==> src/rtl/hist_eq_pkg.sv <==
// Shared types and constants for the histogram-equalisation frame sequencer.
// State encoding, engine phase indices and default widths.
package hist_eq_pkg;

  localparam int ADDR_W_DEF  = 16;
  localparam int DATA_W_DEF  = 128;
  localparam int TIMEOUT_DEF = 100000;

  localparam logic [1:0] PH_HIST = 2'd0;
  localparam logic [1:0] PH_CDF  = 2'd1;
  localparam logic [1:0] PH_MAP  = 2'd2;

  typedef enum logic [2:0] {
    S_IDLE,
    S_HIST,
    S_CDF,
    S_MAP,
    S_FIN,
    S_ERR
  } state_e;

  function automatic logic [2:0] ph_onehot(input logic [1:0] idx);
    return 3'b001 << idx;
  endfunction

endpackage

==> src/rtl/hist_eq_phase_timer.sv <==
// Per-phase watchdog counter, used when HIST_EQ_WATCHDOG_EN is defined.
// expired rises on the LIMIT-th enabled cycle since the last clear.
module hist_eq_phase_timer #(
  parameter int LIMIT = 100000
) (
  input  logic clock,
  input  logic rst,
  input  logic clear,
  input  logic enable,
  output logic expired
);

  localparam int CW = $clog2(LIMIT + 1);

  logic [CW-1:0] count;

  assign expired = enable & (count == CW'(LIMIT - 1));

  always_ff @(posedge clock or posedge rst) begin
    if (rst) begin
      count <= '0;
    end else if (clear) begin
      count <= '0;
    end else if (enable && !expired) begin
      count <= count + 1'b1;
    end
  end

endmodule

==> src/rtl/hist_eq_sequencer.sv <==
// Frame sequencer: HIST -> CDF -> MAP engines sharing one scratchpad port.
// Optional per-phase watchdog with error state: define HIST_EQ_WATCHDOG_EN.
module hist_eq_sequencer
  import hist_eq_pkg::*;
#(
  parameter int ADDR_W         = ADDR_W_DEF,
  parameter int DATA_W         = DATA_W_DEF,
  parameter int TIMEOUT_CYCLES = TIMEOUT_DEF
) (
  input  logic                clock,
  input  logic                rst,
  input  logic                go,
  input  logic                abort,
  output logic [2:0]          ph_start,
  input  logic [2:0]          ph_done,
  input  logic [3*ADDR_W-1:0] eng_m2_addr,
  input  logic [3*DATA_W-1:0] eng_m2_wdata,
  input  logic [2:0]          eng_m2_we,
  output logic [ADDR_W-1:0]   m2_addr,
  output logic [DATA_W-1:0]   m2_wdata,
  output logic                m2_we,
  output logic                base_offset,
  output logic                busy,
  output logic                done,
  output logic                error,
  output logic [7:0]          frame_cnt
);

  state_e     state;
  logic       in_phase;
  logic [1:0] idx;
  logic       owner_done;

  always_comb begin
    in_phase = 1'b0;
    idx      = PH_HIST;
    unique case (1'b1)
      state == S_HIST: begin in_phase = 1'b1; idx = PH_HIST; end
      state == S_CDF:  begin in_phase = 1'b1; idx = PH_CDF;  end
      state == S_MAP:  begin in_phase = 1'b1; idx = PH_MAP;  end
      default: ;
    endcase
  end

  // Only the engine owning the current phase may finish it or drive the port.
  assign owner_done = in_phase & ph_done[idx];
  assign ph_start   = in_phase ? ph_onehot(idx) : 3'b000;
  assign m2_addr    = in_phase ? eng_m2_addr[int'(idx)*ADDR_W +: ADDR_W] : '0;
  assign m2_wdata   = in_phase ? eng_m2_wdata[int'(idx)*DATA_W +: DATA_W] : '0;
  assign m2_we      = in_phase & eng_m2_we[idx];

  assign busy = in_phase | (state == S_FIN);
  assign done = (state == S_FIN);

`ifdef HIST_EQ_WATCHDOG_EN
  logic expired;
  logic go_low;

  hist_eq_phase_timer #(
    .LIMIT(TIMEOUT_CYCLES)
  ) u_timer (
    .clock  (clock),
    .rst    (rst),
    .clear  (~in_phase | owner_done | abort),
    .enable (in_phase),
    .expired(expired)
  );

  assign error = (state == S_ERR);
`else
  assign error = 1'b0;
`endif

  always_ff @(posedge clock or posedge rst) begin
    if (rst) begin
      state       <= S_IDLE;
      frame_cnt   <= '0;
      base_offset <= 1'b0;
`ifdef HIST_EQ_WATCHDOG_EN
      go_low      <= 1'b0;
`endif
    end else begin
      unique case (state)
        S_IDLE: if (go) state <= S_HIST;
        S_HIST, S_CDF, S_MAP: begin
          if (abort) begin
            state <= S_IDLE;
          end else if (owner_done) begin
            state <= (state == S_HIST) ? S_CDF :
                     (state == S_CDF)  ? S_MAP : S_FIN;
          end
`ifdef HIST_EQ_WATCHDOG_EN
          else if (expired) begin
            state  <= S_ERR;
            go_low <= 1'b0;
          end
`endif
        end
        S_FIN: begin
          frame_cnt   <= frame_cnt + 8'd1;
          base_offset <= ~base_offset;
          state       <= S_IDLE;
        end
        S_ERR: begin
`ifdef HIST_EQ_WATCHDOG_EN
          // Recovery needs a fresh rising request, not a held-high go.
          if (!go) go_low <= 1'b1;
          else if (go_low) state <= S_IDLE;
`else
          state <= S_IDLE;
`endif
        end
        default: state <= S_IDLE;
      endcase
    end
  end

endmodule

==> config.mk <==
export PLATFORM = sky130hd
export DESIGN_NAME = hist_eq_sequencer
export DESIGN_NICKNAME = d
export VERILOG_FILES = /design/src/rtl/hist_eq_pkg.sv /design/src/rtl/hist_eq_phase_timer.sv /design/src/rtl/hist_eq_sequencer.sv
export SDC_FILE = /design/constraint.sdc
export NUM_CORES = 1
export LEC_CHECK = 0
export ABC_AREA = 1
export CAP_MARGIN = 5
export CORE_AREA = 5 5 230 232
export DETAILED_ROUTE_END_ITERATION = 7
export DIE_AREA = 0 0 235 237
export GPL_ROUTABILITY_DRIVEN = 0
export HOLD_SLACK_MARGIN = 0.02
export MAX_ROUTING_LAYER = met4
export SYNTH_ARGS = -nofsm -noshare
export SYNTH_HDL_FRONTEND = slang
export SYNTH_SLANG_ARGS = --single-unit
==> constraint.sdc <==
create_clock -name clock -period 3.6 [get_ports clock]
set_input_delay 0.72 -clock clock [delete_from_list [all_inputs] [get_ports clock]]
set_output_delay 0.72 -clock clock [all_outputs]
set_load 0.01 [all_outputs]
Word level (Yosys, flattened, before mapping)
Cells that the tools add are included.

Bits in registers: 12. Logic and storage cells: 36. Output and inout bits: 160. Bits of input ports: 442.

Add/subtract/negate cells: 1. Reduce and logical (&&, ||, !) cells: 3. Equal/unequal tests: 6. Bitwise logic cells: 4. Magnitude comparators: 1. Shifts and indexed selects: 3. Multiplexer cells: 15.

Operator list (number): $shiftx A384 B10 Y128 (1); $mux W128 (1); $shiftx A48 B7 Y16 (1); $mux W3 (6); $mux W16 (1); $add A8 B1 Y8 const B (1); $eq A3 B2 Y1 const B (2); $pmux W3 S2 (1); $bmux W1 S2 (2); $pmux W2 S2 (1); $eq A3 B1 Y1 const B (1); $eq A3 B3 Y1 const B (1); $logic_not A3 Y1 (1); $lt A2 B3 Y1 const B (1); $mux W1 (3); $ne A3 B1 Y1 const B (1); $reduce_or A3 Y1 (1); $shl A1 B2 Y3 const A (1); $and A1 B1 Y1 (2); $ne A2 B2 Y1 const B (1); $reduce_and A2 Y1 (1); $not A1 Y1 (1); $or A1 B1 Y1 (1).

Depth between registers and ports, before layout
Gate-level depths: netlist of run 1.

Depth after elaboration: 8. Depth in mapped cells: 9. Gate-level depth less buffers: 8.

Least setup slack after synthesis of run 1
Ideal clock, no wire load.

Kind: reg-to-output. Start point: reg state[2]. End point: out m2_wdata[73]. Arrival time: 1.391 ns. Stages on the path, launching flop included: 8. Buffers on the path: 2. Path slack: 1.489 ns. Path through: dfrtp_1 -> inv_2 -> nand2_4 -> nor2_4 -> buf_4 -> buf_2 -> nand2_1 -> a31oi_1.

Cells in the longest elaborated chain, start to end: 4. Elaborated cells on any way between the ends: 8. Those cells by class: eq/ne (3); shift (1); mux (3); reduce/logical (1).

Ends and longest elaborated chain: start, declared (RTL line hist_eq_sequencer.sv:29) `state_e state;`; start signal, assigned (RTL line hist_eq_sequencer.sv:89) `state <= (state == S_HIST) ? S_CDF :`; $eq A3 B2 Y1, or another cell as far along (RTL line hist_eq_sequencer.sv:40) `state == S_MAP: begin in_phase = 1'b1; idx = PH_MAP; end`; $pmux W2 S2 / $reduce_or A3 Y1 (equally long branches); $shiftx A384 B10 Y128 / $mux W1 (equally long branches) (RTL line hist_eq_sequencer.sv:49, hist_eq_sequencer.sv:37); $mux W128 (*) (RTL line hist_eq_sequencer.sv:49) `assign m2_wdata = in_phase ? eng_m2_wdata[int'(idx)*DATA_W +: DATA_W] : '0;`; end, declared (RTL line hist_eq_sequencer.sv:20) `output logic [DATA_W-1:0] m2_wdata,`.

Every way passes the cells marked *; elsewhere a longest branch is shown, timed or not.

Final worst setup path of run 1
Start point: reg state[2]. End point: out m2_wdata[8].

Same word-level chain as after synthesis.

==> impl_metrics.tcl, run 1 <==
set metrics [dict create \
    status "finished, final reports clean" \
    drv_slew 0 \
    holdWs_ns 0.484 \
    post_dp_cell_area_sq_um 10600 \
    post-synth-top-area-fraction 0.490 \
    viasPerCell 3.85 \
    grt_antenna_before_repair 2 \
    grt-ovfl-total 0 \
    dp_slack_ns 0.374 \
    finish.net_count 1774 \
    final_area_sq_um 10700 \
    hpwl_mm 37.7 \
    io_buffer_count 600 \
    synth_warnings 0 \
    regArea_sq_um 300 \
    clock_skew_ns 0.00430 \
    drc 0 \
    yosysTopAreaCell "nand2_1" \
    cts_buffer_depth 2 \
    swShare 0.520 \
    clk_latency_ns 0.24 \
    row_count 83 \
    p_leak_nw 4.12 \
    fp.dieH_microns 237 \
    setup_viol 0 \
    setup_tns_ns 0 \
    grt_pass1_wl_mm 58.8 \
    drive_gt1_frac 0.0504 \
    grt_use_total 0.145 \
    cts.clk_slew.worst_paths_ns 0.04 \
    firstDrtPassIters 5 \
    finalCritPeriodShare 0.957 \
    syn_to_final_growth_pct 190 \
    internal_power_mw 3.06 \
    syn_inst 780 \
    end_kind "primary output" \
    grt_pass1_vias 7917 \
    worstSetupPathType "reg2out" \
    cap_viol_max_count 0 \
    syn_area_per_cell_sq_um 4.73 \
    synth_enable_flop_cells 0 \
    final.setup.worst_slack_ns 0.156 \
    start_util 0.0727 \
    ctsHoldBuffers 0 \
    die_area_sq_um 55700 \
    rsz0062_at_grt "no" \
    cts-root-buf "clkbuf_16" \
    p_total_mw 6.36 \
    cts.sink_count 12 \
    dp.cells 2006 \
    slew_headroom 0.509 \
    h-tree-depth 1 \
    final_cells 2009 \
    finalCriticalPeriod_ns 3.44 \
    cts_tree "built" \
    min-delay-path-class "reg2reg" \
    wirelength_mm 42.7 \
    routedWlPerCell_microns 21.2 \
    core_sq_um 50800 \
    synthArstFlopShare 1.00 \
    worst_pin_slew_ns 0.735 \
    synthesis.area_sq_um 3690 \
    hold_violations 0 \
    syn_nets 1223 \
    powerDensity_nw_per_um2 594 \
    worstPathArrival_ns 2.72 \
    diodes 0 \
    vias 7741 \
    switchingPower_mw 3.31 \
    ys_seq_elements 12 \
    pwr-share-clk 0.031 \
    fillCellCount 5671 \
    multiInputGateArea_sq_um 2940 \
    synth.most_common_cell "nand2_1" \
    cts_buffers 3 \
    crit_fanout 50 \
    fmax_mhz 290 \
    drt-initial-drc-count 376 \
    ys_top_cells_by_count "nand2_1 (482), a31oi_1 (120), inv_1 (37)" \
    final_util 0.211 \
    ir_drop_v 0.000331 \
    synth_flop_cell "dfrtp_1" \
    ant_nets 0 \
    synthDistinctLibCells 25 \
    io-pin-count 602 \
    comb_power_share 0.936 \
    start_kind "register" \
    required_ns 2.88 \
    fp.dieW_microns 235 \
    synthTopCellsByArea "nand2_1 (49%), a31oi_1 (20%), dfrtp_1 (8.1%), buf_2 (4.5%), nand3_1 (3.8%)" \
    grt_max_degree 86 \
    seqPwrFrac 0.033 \
    yosysSeqAreaShare 0.0814 \
]
[placed cells by master (no fill, tap or decap), types with 3 or more instances in the layout]
cell type,instances
clkdlybuf4s50_1,553
dfrtp_1,12
a31oi_1,120
buf_12,35
buf_4,21
clkbuf_16,3
xnor2_1,4
nand3_1,28
nor2_1,6
inv_1,37
a21oi_1,6
nor3_1,3
o21ai_0,4
nand2_1,482
[state kept, by name, summed over array words and instances, names as in the netlist]
signal and count:
base_offset 1, frame_cnt 8, state 3
[cell type report]
type,instances,area share
repair buffers,610,0.598
multi-input cells,665,0.274
well taps,680,0.0794
flip-flops and latches,12,0.0280
inverters,39,0.0137
clock buffers,3,0.00701
[path summary, 6_finish.rpt]
check,start,end,slack [ns],cells after the start
min in group asynchronous,rst,frame_cnt[4]$_DFFE_PP0P_,0.80,2
max,state[2]$_DFFE_PP0P_,m2_wdata[8],0.16,7
max in group asynchronous,rst,state[1]$_DFFE_PP0P_,2.48,2
min,base_offset$_DFFE_PP0P_,base_offset$_DFFE_PP0P_,0.48,1
max reg2reg,state[2]$_DFFE_PP0P_,state[1]$_DFFE_PP0P_,1.76,9
min reg2reg,base_offset$_DFFE_PP0P_,base_offset$_DFFE_PP0P_,0.48,1
[logic make-up (layout without fill, tap and decap cells)]
| family | count (synthesis) | count (layout) | synth area share |
|---|---|---|---|
| AOI/OAI and AO/OA | 131 | 131 | 0.219 |
| adders and majority gates | 1 | 1 | 0.00339 |
| buffers and inverters | 103 | 652 | 0.128 |
| and+or+nand+nor | 527 | 527 | 0.555 |
| other | 1 | 1 | 0.00102 |
| DFF | 12 | 12 | 0.0814 |
| xor gates and xnor gates | 5 | 5 | 0.0119 |
[metal layers]
layer  track usage  up-vias  share of wire
met5             -        -              0
met4        0.0122        0         0.0091
met3        0.0283       14          0.070
met2         0.264      473           0.51
met1         0.174     3628           0.41
li1              -     3626              -
[power by group through the flow]
| stage | combinational [mW] | clock [mW] | sequential (mW) |
|---|---|---|---|
| floorplan | 2.18 | 0 | 0.195 |
| global placement | 6.16 | 0 | 0.205 |
| detailed placement | 6.16 | 0 | 0.208 |
| CTS | 6.20 | 0.200 | 0.208 |
| global route | 6.39 | 0.212 | 0.211 |
| finish | 5.96 | 0.198 | 0.209 |
[critical path, stage by stage, from the launching register on]
cell	delay, ns
dfrtp_1	0.44
inv_2	0.19
nand2_8	0.09
nor2_4	0.15
buf_4	0.46
nand2_1	0.11
a31oi_1	0.37
clkdlybuf4s50_1	0.64
[timing repair]
action,4_1_cts,5_1_grt
gates resized for setup,0,1
endpoints found under the setup margin,0,1
setup buffers,0,0
Power figures use the tool's default switching activity.
==> run 2: changes to the inputs <==
Settings changed: CAP_MARGIN 5 to 20.
==> results of run 2 <==
Final layout, timing and power as in run 1 (identical DEF).
==> run 3: changes to the inputs <==
Settings changed: CAP_MARGIN 20 to unset.
==> results of run 3 <==
Final layout, timing and power as in run 1 (identical DEF).
